**src/rtl/mem_access_if.sv**
```systemverilog
// rtl/mem_access_if.sv - data-bus request/acknowledge channel between the memory stage and data memory
interface mem_access_if;
   logic        bus_req;
   logic        bus_we;
   logic [31:0] bus_addr;
   logic [3:0]  bus_sel;
   logic [31:0] bus_wdata;
   logic        bus_ack;
   logic [31:0] bus_rdata;

   modport master (
      output bus_req, bus_we, bus_addr, bus_sel, bus_wdata,
      input  bus_ack, bus_rdata
   );

   modport slave (
      input  bus_req, bus_we, bus_addr, bus_sel, bus_wdata,
      output bus_ack, bus_rdata
   );
endinterface

```
**src/rtl/mem_access.sv**
```systemverilog
// rtl/mem_access.sv - pipeline memory stage: big-endian loads/stores over a req/ack data bus
module mem_access #(
   parameter logic [7:0] OP_LB  = 8'h20,
   parameter logic [7:0] OP_LBU = 8'h21,
   parameter logic [7:0] OP_LH  = 8'h22,
   parameter logic [7:0] OP_LHU = 8'h23,
   parameter logic [7:0] OP_LW  = 8'h24,
   parameter logic [7:0] OP_SB  = 8'h28,
   parameter logic [7:0] OP_SH  = 8'h29,
   parameter logic [7:0] OP_SW  = 8'h2A
) (
   input  logic               clk,
   input  logic               rst_n,
   input  logic               mem_we,
   input  logic [4:0]         mem_waddr,
   input  logic [31:0]        mem_wdata,
   input  logic               mem_we_hilo,
   input  logic [31:0]        mem_hi,
   input  logic [31:0]        mem_lo,
   input  logic [7:0]         mem_aluop,
   input  logic [31:0]        mem_mem_addr,
   input  logic [31:0]        mem_opv2,
   output logic               wb_we,
   output logic [4:0]         wb_waddr,
   output logic [31:0]        wb_wdata,
   output logic               wb_we_hilo,
   output logic [31:0]        wb_hi,
   output logic [31:0]        wb_lo,
   output logic               stallreq,
   output logic               exc_misalign,
   mem_access_if.master       bus
);

   typedef enum logic [1:0] {IDLE, BUSY, DONE} state_t;

   state_t      state, state_nxt;
   logic [31:0] rdata_q;
   logic        is_load, is_store, is_byte, is_half, is_word, is_signed;
   logic        misalign, aligned_op;
   logic [3:0]  sel;
   logic [31:0] store_data;
   logic [31:0] load_res;
   logic [7:0]  lane_byte;
   logic [15:0] lane_half;
   logic [1:0]  off;

   assign off = mem_mem_addr[1:0];

   always_comb begin
      is_load   = 1'b0;
      is_store  = 1'b0;
      is_byte   = 1'b0;
      is_half   = 1'b0;
      is_word   = 1'b0;
      is_signed = 1'b0;
      case (mem_aluop)
         OP_LB:   begin is_load  = 1'b1; is_byte = 1'b1; is_signed = 1'b1; end
         OP_LBU:  begin is_load  = 1'b1; is_byte = 1'b1; end
         OP_LH:   begin is_load  = 1'b1; is_half = 1'b1; is_signed = 1'b1; end
         OP_LHU:  begin is_load  = 1'b1; is_half = 1'b1; end
         OP_LW:   begin is_load  = 1'b1; is_word = 1'b1; end
         OP_SB:   begin is_store = 1'b1; is_byte = 1'b1; end
         OP_SH:   begin is_store = 1'b1; is_half = 1'b1; end
         OP_SW:   begin is_store = 1'b1; is_word = 1'b1; end
         default: ;
      endcase
   end

   assign misalign   = (is_half & off[0]) | (is_word & (off != 2'b00));
   assign aligned_op = (is_load | is_store) & ~misalign;

   always_comb begin
      sel        = 4'b0000;
      store_data = 32'h0;
      if (is_byte) begin
         sel        = 4'b1000 >> off;
         store_data = {4{mem_opv2[7:0]}};
      end else if (is_half) begin
         sel        = off[1] ? 4'b0011 : 4'b1100;
         store_data = {2{mem_opv2[15:0]}};
      end else if (is_word) begin
         sel        = 4'b1111;
         store_data = mem_opv2;
      end
   end

   // Lane 3 (bits 31:24) holds byte offset 0.
   always_comb begin
      case (off)
         2'd0:    lane_byte = rdata_q[31:24];
         2'd1:    lane_byte = rdata_q[23:16];
         2'd2:    lane_byte = rdata_q[15:8];
         default: lane_byte = rdata_q[7:0];
      endcase
      lane_half = off[1] ? rdata_q[15:0] : rdata_q[31:16];
      if (is_byte)
         load_res = {{24{is_signed & lane_byte[7]}}, lane_byte};
      else if (is_half)
         load_res = {{16{is_signed & lane_half[15]}}, lane_half};
      else
         load_res = rdata_q;
   end

   always_ff @(posedge clk or negedge rst_n) begin
      if (!rst_n) begin
         state   <= IDLE;
         rdata_q <= 32'h0;
      end else begin
         state <= state_nxt;
         if (state == BUSY && bus.bus_ack)
            rdata_q <= bus.bus_rdata;
      end
   end

   always_comb begin
      state_nxt = state;
      case (state)
         IDLE:    if (aligned_op) state_nxt = BUSY;
         BUSY:    if (bus.bus_ack) state_nxt = DONE;
         DONE:    state_nxt = IDLE;
         default: state_nxt = IDLE;
      endcase
   end

   // The state register clears asynchronously, so bus_req falls with rst_n.
   always_comb begin
      bus.bus_req   = (state == BUSY);
      bus.bus_we    = 1'b0;
      bus.bus_addr  = 32'h0;
      bus.bus_sel   = 4'b0000;
      bus.bus_wdata = 32'h0;
      if (state == BUSY) begin
         bus.bus_we    = is_store;
         bus.bus_addr  = {mem_mem_addr[31:2], 2'b00};
         bus.bus_sel   = sel;
         bus.bus_wdata = is_store ? store_data : 32'h0;
      end
   end

   always_comb begin
      wb_we        = mem_we;
      wb_waddr     = mem_waddr;
      wb_wdata     = mem_wdata;
      wb_we_hilo   = mem_we_hilo;
      wb_hi        = mem_hi;
      wb_lo        = mem_lo;
      stallreq     = aligned_op && (state != DONE);
      exc_misalign = misalign;
      if (is_store || misalign)
         wb_we = 1'b0;
      if (is_load && !misalign && state == DONE)
         wb_wdata = load_res;
      if (!rst_n) begin
         wb_we        = 1'b0;
         wb_waddr     = 5'd0;
         wb_wdata     = 32'h0;
         wb_we_hilo   = 1'b0;
         wb_hi        = 32'h0;
         wb_lo        = 32'h0;
         stallreq     = 1'b0;
         exc_misalign = 1'b0;
      end
   end

endmodule

```
**src/flat_wrapper.sv**
```systemverilog
// flat-port wrapper written by rule: the top's interface ports become plain ports
module mem_access_flat 
#(
   parameter logic [7:0] OP_LB  = 8'h20,
   parameter logic [7:0] OP_LBU = 8'h21,
   parameter logic [7:0] OP_LH  = 8'h22,
   parameter logic [7:0] OP_LHU = 8'h23,
   parameter logic [7:0] OP_LW  = 8'h24,
   parameter logic [7:0] OP_SB  = 8'h28,
   parameter logic [7:0] OP_SH  = 8'h29,
   parameter logic [7:0] OP_SW  = 8'h2A
)
  (clk, rst_n, mem_we, mem_waddr, mem_wdata, mem_we_hilo, mem_hi, mem_lo, mem_aluop, mem_mem_addr, mem_opv2, wb_we, wb_waddr, wb_wdata, wb_we_hilo, wb_hi, wb_lo, stallreq, exc_misalign, bus_bus_req, bus_bus_we, bus_bus_addr, bus_bus_sel, bus_bus_wdata, bus_bus_ack, bus_bus_rdata);
  mem_access_if bus_i ();
  input  logic clk;
  input  logic rst_n;
  input  logic mem_we;
  input  logic [4:0] mem_waddr;
  input  logic [31:0] mem_wdata;
  input  logic mem_we_hilo;
  input  logic [31:0] mem_hi;
  input  logic [31:0] mem_lo;
  input  logic [7:0] mem_aluop;
  input  logic [31:0] mem_mem_addr;
  input  logic [31:0] mem_opv2;
  output logic wb_we;
  output logic [4:0] wb_waddr;
  output logic [31:0] wb_wdata;
  output logic wb_we_hilo;
  output logic [31:0] wb_hi;
  output logic [31:0] wb_lo;
  output logic stallreq;
  output logic exc_misalign;
  output wire logic [$bits(bus_i.bus_req)-1:0] bus_bus_req;
  output wire logic [$bits(bus_i.bus_we)-1:0] bus_bus_we;
  output wire logic [$bits(bus_i.bus_addr)-1:0] bus_bus_addr;
  output wire logic [$bits(bus_i.bus_sel)-1:0] bus_bus_sel;
  output wire logic [$bits(bus_i.bus_wdata)-1:0] bus_bus_wdata;
  input wire logic [$bits(bus_i.bus_ack)-1:0] bus_bus_ack;
  input wire logic [$bits(bus_i.bus_rdata)-1:0] bus_bus_rdata;
  assign bus_bus_req = bus_i.bus_req;
  assign bus_bus_we = bus_i.bus_we;
  assign bus_bus_addr = bus_i.bus_addr;
  assign bus_bus_sel = bus_i.bus_sel;
  assign bus_bus_wdata = bus_i.bus_wdata;
  assign bus_i.bus_ack = bus_bus_ack;
  assign bus_i.bus_rdata = bus_bus_rdata;
  mem_access #(.OP_LB(OP_LB), .OP_LBU(OP_LBU), .OP_LH(OP_LH), .OP_LHU(OP_LHU), .OP_LW(OP_LW), .OP_SB(OP_SB), .OP_SH(OP_SH), .OP_SW(OP_SW)) u_core (.clk(clk), .rst_n(rst_n), .mem_we(mem_we), .mem_waddr(mem_waddr), .mem_wdata(mem_wdata), .mem_we_hilo(mem_we_hilo), .mem_hi(mem_hi), .mem_lo(mem_lo), .mem_aluop(mem_aluop), .mem_mem_addr(mem_mem_addr), .mem_opv2(mem_opv2), .wb_we(wb_we), .wb_waddr(wb_waddr), .wb_wdata(wb_wdata), .wb_we_hilo(wb_we_hilo), .wb_hi(wb_hi), .wb_lo(wb_lo), .stallreq(stallreq), .exc_misalign(exc_misalign), .bus(bus_i));
endmodule
```
**config.mk**
```make
export PLATFORM = sky130hd
export DESIGN_NAME = mem_access_flat
export DESIGN_NICKNAME = d
export VERILOG_FILES = /design/src/rtl/mem_access_if.sv /design/src/rtl/mem_access.sv /design/src/flat_wrapper.sv
export SDC_FILE = /design/constraint.sdc
export NUM_CORES = 1
export LEC_CHECK = 0
export BUFFER_PORTS_ARGS = -buffer_cell sky130_fd_sc_hd__buf_2
export CAP_MARGIN = 30
export CORE_AREA = 3 3 149 151
export CTS_BUF_LIST = sky130_fd_sc_hd__clkbuf_8
export CTS_CLUSTER_SIZE = 12
export DETAILED_ROUTE_END_ITERATION = 8
export DIE_AREA = 0 0 152 154
export PLACE_DENSITY = 0.46
export SLEW_MARGIN = 20
export SYNTH_ARGS = -nofsm -noshare
export SYNTH_HDL_FRONTEND = slang
export SYNTH_SLANG_ARGS = --single-unit
```
**constraint.sdc**
```tcl
create_clock -name clk -period 2.15 [get_ports clk]
set_input_delay 0.1075 -clock clk [delete_from_list [all_inputs] [get_ports clk]]
set_output_delay 0.1075 -clock clk [all_outputs]
set_load 0.1 [all_outputs]
```
; ---- After elaboration in Yosys (flattened, before gate mapping)
; Index checks and enable logic that the tools add are counted.
[word_totals]
reg_bits = 34
latchBits = 0
mem_bits_rw = 0
mem_bits_ro = 0
inputBits = 210
output_inout_bits = 175
word_cells = 77
mem_count = 0
[op_classes]
add_sub_neg = 0
multipliers = 0
div = 0
n_lt_le_gt_ge = 0
eq_ne = 15
n_shift = 1
mux = 35
bitwise_logic = 8
n_reduce_logical = 16
[op_table]
columns = cell, n
row1 = $mux 32, 12
row2 = $eq 8x6->1 const B, 8
row3 = $pmux 8 s3, 1
row4 = $mux 4, 5
row5 = $mux 16, 1
row6 = $mux 1, 12
row7 = $reduce_or 3->1, 3
row8 = $and 1x1->1, 5
row9 = $mux 5, 1
row10 = $reduce_or 5->1, 1
row11 = $eq 2x1->1 const B, 2
row12 = $eq 2x2->1 const B, 2
row13 = $logic_and 1x1->1, 4
row14 = $logic_not 2->1, 2
row15 = $mux 2, 2
row16 = $ne 2x1->1 const B, 2
row17 = $pmux 2 s2, 1
row18 = $reduce_or 2->1, 2
row19 = $shr 4x2->4 const A, 1
row20 = $ne 2x2->1 const B, 1
row21 = $or 1x1->1, 2
row22 = $reduce_and 2->1, 1
row23 = $reduce_bool 2->1, 1
row24 = $logic_not 1->1, 1
row25 = other kinds (2), 2

; ---- Depth between registers and ports, before layout
; Gate-level depths: netlist of run 1.
[depth]
word_depth = 10
mapped_depth = 9
depth_no_buf = 5

; ---- Worst setup path before layout of run 1
; Ideal clock, no wire load.
[synth_timing]
path_kind = input-to-output
start = input port mem_aluop[3]
end = output port stallreq
t_arrival_ns = 4.149
required_ns = 2.043
slack_ns = -2.107
cell_stages = 6
path_buffers = 2
cell_sequence = clkbuf_1 or3b_2 a21oi_1 buf_2 o21ai_0 nor4_1
[synth_via]
elab_chain_len = 9
elab_cells_between_ends = 24
classes_between = 8 x eq/ne / 5 x mux / 6 x bitwise / 5 x reduce/logical
[synth_rtl]
columns = element, line_no
row1 = "start, declared", flat_wrapper.sv:23  ; input logic [7:0] mem_aluop;
row2 = $eq 8x6->1, mem_access.sv:56  ; case (mem_aluop)
row3 = $reduce_or 3->1 (no source line) or $reduce_or 2->1 (tied branches), --
row4 = $mux 1, mem_access.sv:56
row5 = $and 1x1->1, mem_access.sv:69  ; assign misalign = (is_half & off[0]) | (is_word & (off != 2'b00));
row6 = $or 1x1->1, mem_access.sv:69
row7 = $not 1->1, mem_access.sv:70  ; assign aligned_op = (is_load | is_store) & ~misalign;
row8 = $and 1x1->1 (*), mem_access.sv:70
row9 = $logic_and 1x1->1 (*), mem_access.sv:147  ; stallreq = aligned_op && (state != DONE);
row10 = $mux 1 (*), mem_access.sv:153  ; if (!rst_n) begin
row11 = "end, declared", flat_wrapper.sv:32  ; output logic stallreq;
; Every way passes the cells marked *; elsewhere a longest branch is shown, timed or not.

; ---- Final worst setup path of run 1
[layout_timing]
start = input port mem_aluop[4]
end = output port wb_wdata[30]
[layout_via]
elab_chain_len = 10
elab_cells_between_ends = 30
classes_between = 8 x eq/ne / 9 x mux / 5 x bitwise / 8 x reduce/logical
[layout_rtl]
columns = element, line_no
row1 = $eq 8x6->1, mem_access.sv:56
row2 = $reduce_or 3->1 (no source line) or $reduce_or 2->1 (tied branches), --
row3 = $mux 1, mem_access.sv:56
row4 = $and 1x1->1, mem_access.sv:69
row5 = $or 1x1->1, mem_access.sv:69
row6 = $logic_not 1->1, mem_access.sv:151  ; if (is_load && !misalign && state == DONE)
row7 = $logic_and 1x1->1 (2 in series), mem_access.sv:151
row8 = $mux 32 (*), mem_access.sv:151
row9 = $mux 32 (*), mem_access.sv:153
row10 = "end, declared", flat_wrapper.sv:28  ; output logic [31:0] wb_wdata;
; Marked as above.

==> results.cfg, run 1 <==
[outcome]
status = complete, but fails checks
violations = setup timing

[die]
rows = 53
dieArea_sq_um = 23400
io_pins = 385
initial_core_util_pct = 18.5
die_w_um = 152
core_region_area_sq_um = 21000
die_h_um = 154

[detailed_routing]
via_per_inst = 4.41
drc = 0
wl_per_cell_um = 18.2
initialDrtViolationCount = 229
ant_nets = 0
routed_wl_um = 21700
dr.pass1.iters = 4
num_vias = 5239

[sta]
min_period_over_period_pct = 108
finalHoldViolCount = 0
min_period_ns = 2.33
maxSlewViolCount = 0
setup_ws_ns = -0.180
rsz0062_at_grt = true
skew_ns = 0.00739
max-slew-margin-rel_pct = 62.9
tightest_slew_ns = 0.560
max_freq_mhz = 429
setup_violations = 32

[synth]
syn_area_sq_um = 3870
synth_top_cell_by_area = dfrtp_1
synth_edf_count = 0
yosys-top-cells-area = dfrtp_1, and2_1, mux2_2
synth_top_family_by_area = simple AND/OR/NAND/NOR gates
ys_seq_elements = 34
syn-instance-count = 484
ys_types = 50
yosys_warnings = 0
synth-xor-area-share_pct = 0
synth_compound_area_share_pct = 17.4
avgSynthCellArea_sq_um = 8.00
ys.flop_type = dfrtp_1
seq_area_frac_synth_pct = 22.0
synth_mux_area_share_pct = 22.4
synth_fa_ha_area_share_pct = 0
yosys.area.top_type_share_pct = 22.0
synthSimpleGateAreaFrac_pct = 31.1
async_flop_share_pct = 100

[clock_tree]
worstSkewPairLatency_ns = 0.29
clockRootBuffer = clkbuf_8
cts_buffers = 5
clk_pin_slew_worst_paths_ns = 0.08
cts_tree = done
cts_buffer_depth = 2
cts_max_level = 2
cts_sinks = 34

[worst_setup_path]
cp.required_ns = 2.04
critPathKind = primary input to output port
rr_worst_depth = 7
worstSetupStartpointType = primary input
endpoint_kind = output port
rr_startpoint = u_core.state[0]
crit_fanout = 7
crit_arrival_ns = 2.22
r2r_end = u_core.rdata_q[7]
r2r_slack_ns = 0.39

[layout]
seq_area_sq_um = 851
fillers = 2142
final_nets = 1116
multi_input_area_sq_um = 3550
drive_gt1_share_pct = 68.7
syn_to_final_growth_pct = 130

[global_route]
grt_usage_pct = 17.6
antenna_found_initial = 14
grt_pass1_vias = 5498
overflow = 0
grt_pass1_wl_um = 32700
grt_max_degree = 100

[place]
dp_slack_ns = -0.303
post-dp-hpwl_um = 18200
gp_congestion = 0.810
port_buffers = 382

[power_and_ir_drop]
clkPwrFrac_pct = 12.1
p_leak_nw = 4.07
p_per_area_nw_per_um2 = 445
power.internal_mw = 2.01
peakVddDrop_uv = 238
netSwitchingFraction_pct = 49.2
p_total_mw = 3.96
p_seq_share_pct = 28.3
p_comb_share_pct = 59.6
p_switching_mw = 1.95

[hold_path]
hold_depth = 2
hp-start = bus_bus_ack
hold_class = primary input to flip-flop
min_to = u_core.state[0]

[flow_run]
drv_cap = 0
## critical path, cell delays in order
cell and delay, ns:
buf_8 0.09, or4b_4 0.57, buf_6 0.15, a2111oi_4 0.34, a21bo_4 0.36, buf_12 0.19, mux2i_4 0.20, buf_12 0.20
## layer usage
| layer | vias to the layer above | part of all wire, % | global-route usage, % |
|---|---|---|---|
| li1 | 2549 | - | - |
| met1 | 2423 | 39 | 20.6 |
| met2 | 221 | 52 | 31.5 |
| met3 | 32 | 6.6 | 4.36 |
| met4 | 14 | 2.2 | 5.61 |
| met5 | - | 0.39 | 0 |
## power by group through the flow
stage | sequential (mW) | combinational, mW | clock (mW)
after floorplan | 0.987 | 1.60 | 0
final | 1.12 | 2.36 | 0.480
after detailed placement | 1.10 | 2.31 | 0
after global routing | 1.15 | 2.49 | 0.531
after global placement | 1.10 | 2.29 | 0
after CTS | 1.10 | 2.35 | 0.495
## worst max-delay path by stage
stage                     from                to  slack, ns  depth (start not counted)
2_1_floorplan     mem_aluop[4]  bus_bus_wdata[0]      -0.53                          6
3_3_place_gp      mem_aluop[4]      wb_wdata[30]      -0.25                          8
3_5_place_dp      mem_aluop[4]      wb_wdata[30]      -0.30                          8
4_1_cts        u_core.state[0]      wb_wdata[30]      -0.17                          7
5_1_grt           mem_aluop[4]      wb_wdata[17]      -0.22                          8
6_report          mem_aluop[4]      wb_wdata[30]      -0.18                          8
## layout by cell type, fill, tap and decap left out, types with 4 or more instances in the layout
master / netlist / final
dfrtp_1: 34 / 34
inv_1: 6 / 6
o21ai_2: 0 / 11
diode_2: 0 / 7
a21oi_1: 16 / 5
o21ai_1: 0 / 5
and2_2: 0 / 17
buf_4: 2 / 65
nand2b_1: 4 / 4
mux2_2: 32 / 32
o221a_2: 7 / 7
clkbuf_8: 0 / 5
nor2_4: 0 / 11
nor2_1: 21 / 10
nand3_1: 4 / 4
mux4_2: 7 / 7
buf_2: 5 / 292
and2_1: 110 / 93
o221ai_1: 8 / 8
mux2i_4: 0 / 31
a211oi_2: 0 / 4
o21ai_0: 36 / 20
a21oi_4: 0 / 10
nand2_1: 57 / 56
buf_12: 0 / 96
a22oi_1: 9 / 9
## cell usage after synthesis (all sizes together) (2+ instances only)
master and count:
a21o 2, or3b 2, nand3b 2, or3 5
a211oi 7, a21oi 16, clkbuf 33, nand2 57
o221ai 8, nand2b 4, nor3b 2, inv 6
buf 16, and3b 2, dfrtp 34, o22ai 2
o211a 2, nor2 21, a22oi 9, o21ai 36
nand3 4, mux2i 35, mux4 7, and2 111
nor4b 2, nor2b 4, mux2 32, o221a 7
## flip-flops by register name, indices dropped and copies added (netlist names)
register,cells
u_core.rdata_q,32
u_core.state,2
## cells by family after synthesis
| kind of cell | count (synthesis) |
|---|---|
| other cells | 1 |
| mux | 74 |
| flops | 34 |
| compound gates | 99 |
| buf+inv | 55 |
| simple gates | 221 |
## through the flow
step	cell area (sq um)	TNS (ns)	utilization, %	hold slack (ns)	cells
after floorplan	4600	-17.54	-	-0.188	485
after global placement	8490	-7.93	40.5	0.131	1158
after detailed placement	8490	-9.26	40.5	0.130	1158
after CTS	8770	-4.75	41.8	0.0196	1174
after global routing	8900	-6.39	42.5	0.0345	1188
final	8900	-5.08	42.5	0.0277	1189
## layout make-up
cell class                      instances  area share [%]
Tap cell                              275            3.87
Clock inverter                          3           0.239
Antenna cell                            7           0.197
Timing Repair Buffer                  463            45.2
Sequential cell                        34            9.56
Clock buffer                            5           0.773
Multi-Input combinational cell        396            39.9
Inverter                                6           0.253
## what timing repair did
action / CTS / global route
hold buffers: 1 / 0
cloned: 2 / 0
setup endpoints to repair: 33 / 43
endpoints found under the hold margin: 34 / 0
pin swaps: 4 / 4
resized for setup: 28 / 21
buffers inserted: 5 / 8
(Power assumes the default switching activity.)
==> run 2: changes to the inputs <==
--- a/config.mk
+++ b/config.mk
@@ -7,11 +7,11 @@
 export LEC_CHECK = 0
 export BUFFER_PORTS_ARGS = -buffer_cell sky130_fd_sc_hd__buf_2
 export CAP_MARGIN = 30
-export CORE_AREA = 3 3 149 151
+export CORE_AREA = 3 3 148 150
 export CTS_BUF_LIST = sky130_fd_sc_hd__clkbuf_8
 export CTS_CLUSTER_SIZE = 12
 export DETAILED_ROUTE_END_ITERATION = 8
-export DIE_AREA = 0 0 152 154
+export DIE_AREA = 0 0 151 153
 export PLACE_DENSITY = 0.46
 export SLEW_MARGIN = 20
 export SYNTH_ARGS = -nofsm -noshare
==> run 2 against run 1 <==
  * The flow still finishes with violations (setup timing)
  * Sequential power hardly changed
  * Hold slack better by 0.024 ns
  * Maximum frequency increased by 5.9%
  * Sequential cell count unchanged
  * Via count decreased by 2.0%
  * Critical path type unchanged
  * Largest power group unchanged
==> results.cfg, run 2 (synthesis gave the netlist of run 1 again) <==
[layout]
top_register = u_core.rdata_q
syn_to_final_growth_pct = 122
final_nets = 1103
largest_reg_flops = 32
final_cell_area_sq_um = 8590
utilization_pct = 41.3
drive_gt1_share_pct = 69.0
final_cell_mix = buf_2, and2_1, buf_12
top_regs = u_core.rdata_q: 32 flops, u_core.state: 2 flops
layout_commonest_cell = buf_2

[sta]
setup_violations = 31
tightest_slew_ns = 0.548
skew_ns = 0.00132
min_period_ns = 2.20
setup_ws_ns = -0.0494
hold_slack_ns = 0.0517
max-slew-margin-rel_pct = 63.7
maxSlewViolCount = 0
rsz0062_at_grt = true
max_freq_mhz = 455
finalHoldViolCount = 0
min_period_over_period_pct = 102

[power_and_ir_drop]
peakVddDrop_uv = 253
p_leak_nw = 3.98
p_per_area_nw_per_um2 = 459
p_total_mw = 3.94

[worst_setup_path]
critPathKind = primary input to output port
cp.required_ns = 2.04
r2r_slack_ns = 0.38
endpoint_kind = output port
worstSetupStartpointType = primary input
crit_arrival_ns = 2.09
crit_fanout = 7

[die]
die_h_um = 153
die_w_um = 151
core_region_area_sq_um = 20800
io_pins = 385
rows = 53
dieArea_sq_um = 23100
initial_core_util_pct = 18.6

[place]
gp_congestion = 0.835
dp_slack_ns = -0.255
port_buffers = 382
post-dp-hpwl_um = 17800
place_area_sq_um = 8210

[clock_tree]
cts_buffers = 5
cts_buffer_depth = 2
clockRootBuffer = clkbuf_8
worstSkewPairLatency_ns = 0.28
cts_max_level = 2
cts_sinks = 34
clk_pin_slew_worst_paths_ns = 0.07
cts_tree = done

[detailed_routing]
routed_wl_um = 20800
dr.pass1.iters = 4
via_per_inst = 4.38
wl_per_cell_um = 17.8
drc = 0
initialDrtViolationCount = 175
ant_nets = 0
num_vias = 5136

[global_route]
grt_max_degree = 58
grt_pass1_wl_um = 30900
grt_pass1_vias = 5208
antenna_found_initial = 6
overflow = 0
grt_usage_pct = 17.0

[hold_path]
hold_class = primary input to flip-flop

[flow_run]
drv_cap = 0

[outcome]
violations = setup timing
status = complete, but fails checks
run 2: changes by cell type in the layout (fill, tap and decap cells not counted), moves of 4 or more:
cell / change
buf_4: -17
buf_12: -14
buf_2: +14
o21ai_2: +7
o21ai_0: -6
buf_6: +4
run 2: layout make-up:
type	count	area [sq um]
fill	2072	12200
antenna	4	10.0
inverter	6	22.5
tap	275	344
timing repair buffer	450	3700
sequential	34	851
multi-input combinational	396	3580
clock buffer	5	68.8
clock inverter	2	11.3
run 2: report_power, final:
group | total, mW | internal (mW) | switching (mW)
Clock | 0.451 | 0.217 | 0.233
Sequential | 1.13 | 0.857 | 0.274
Combinational | 2.36 | 0.915 | 1.44
run 2: metrics by stage:
stage / instances / TNS [ns]
after global routing: 1171 / -3.96
final: 1172 / -0.857
after global placement: 1149 / -4.82
after detailed placement: 1149 / -6.11
after floorplan: 485 / -17.54
after CTS: 1165 / -0.777
run 2: timing repair:
action                                  4_1_cts  5_1_grt
endpoints found under the hold margin        15        0
endpoints found under the setup margin       36       57
cloned                                        0        2
setup buffers                                 8        1
resized for setup                            52        9
pin swaps                                     4        0
hold buffers                                  1        0
run 2: final timing paths:
| kind | startpoint | endpoint | depth (start not counted) |
|---|---|---|---|
| worst min-delay path | bus_bus_rdata[22] | u_core.rdata_q[22] | 2 |
| worst min register to register | u_core.rdata_q[0] | u_core.rdata_q[0] | 1 |
| min in group asynchronous | rst_n | u_core.rdata_q[4] | 2 |
| max in group asynchronous | rst_n | u_core.rdata_q[22] | 3 |
| worst max-delay path | mem_aluop[6] | wb_wdata[1] | 7 |
| worst max register to register | u_core.state[0] | u_core.rdata_q[5] | 6 |
run 2: metal layers:
| layer | wire length (um) | global-route usage [%] | share of wire [%] | up-vias |
|---|---|---|---|---|
| li1 | - | - | - | 2519 |
| met1 | 8160 | 20.9 | 39 | 2366 |
| met2 | 10700 | 30.7 | 51 | 234 |
| met3 | 1810 | 4.03 | 8.7 | 13 |
| met4 | 131 | 2.16 | 0.63 | 4 |
| met5 | 14 | 0 | 0.067 | - |
run 2: worst max-delay path: stages:
cell and delay, ns:
buf_6 0.09, or4b_4 0.58, a2111oi_4 0.35, a21bo_4 0.34
clkbuf_16 0.21, mux2i_4 0.19, buf_12 0.20
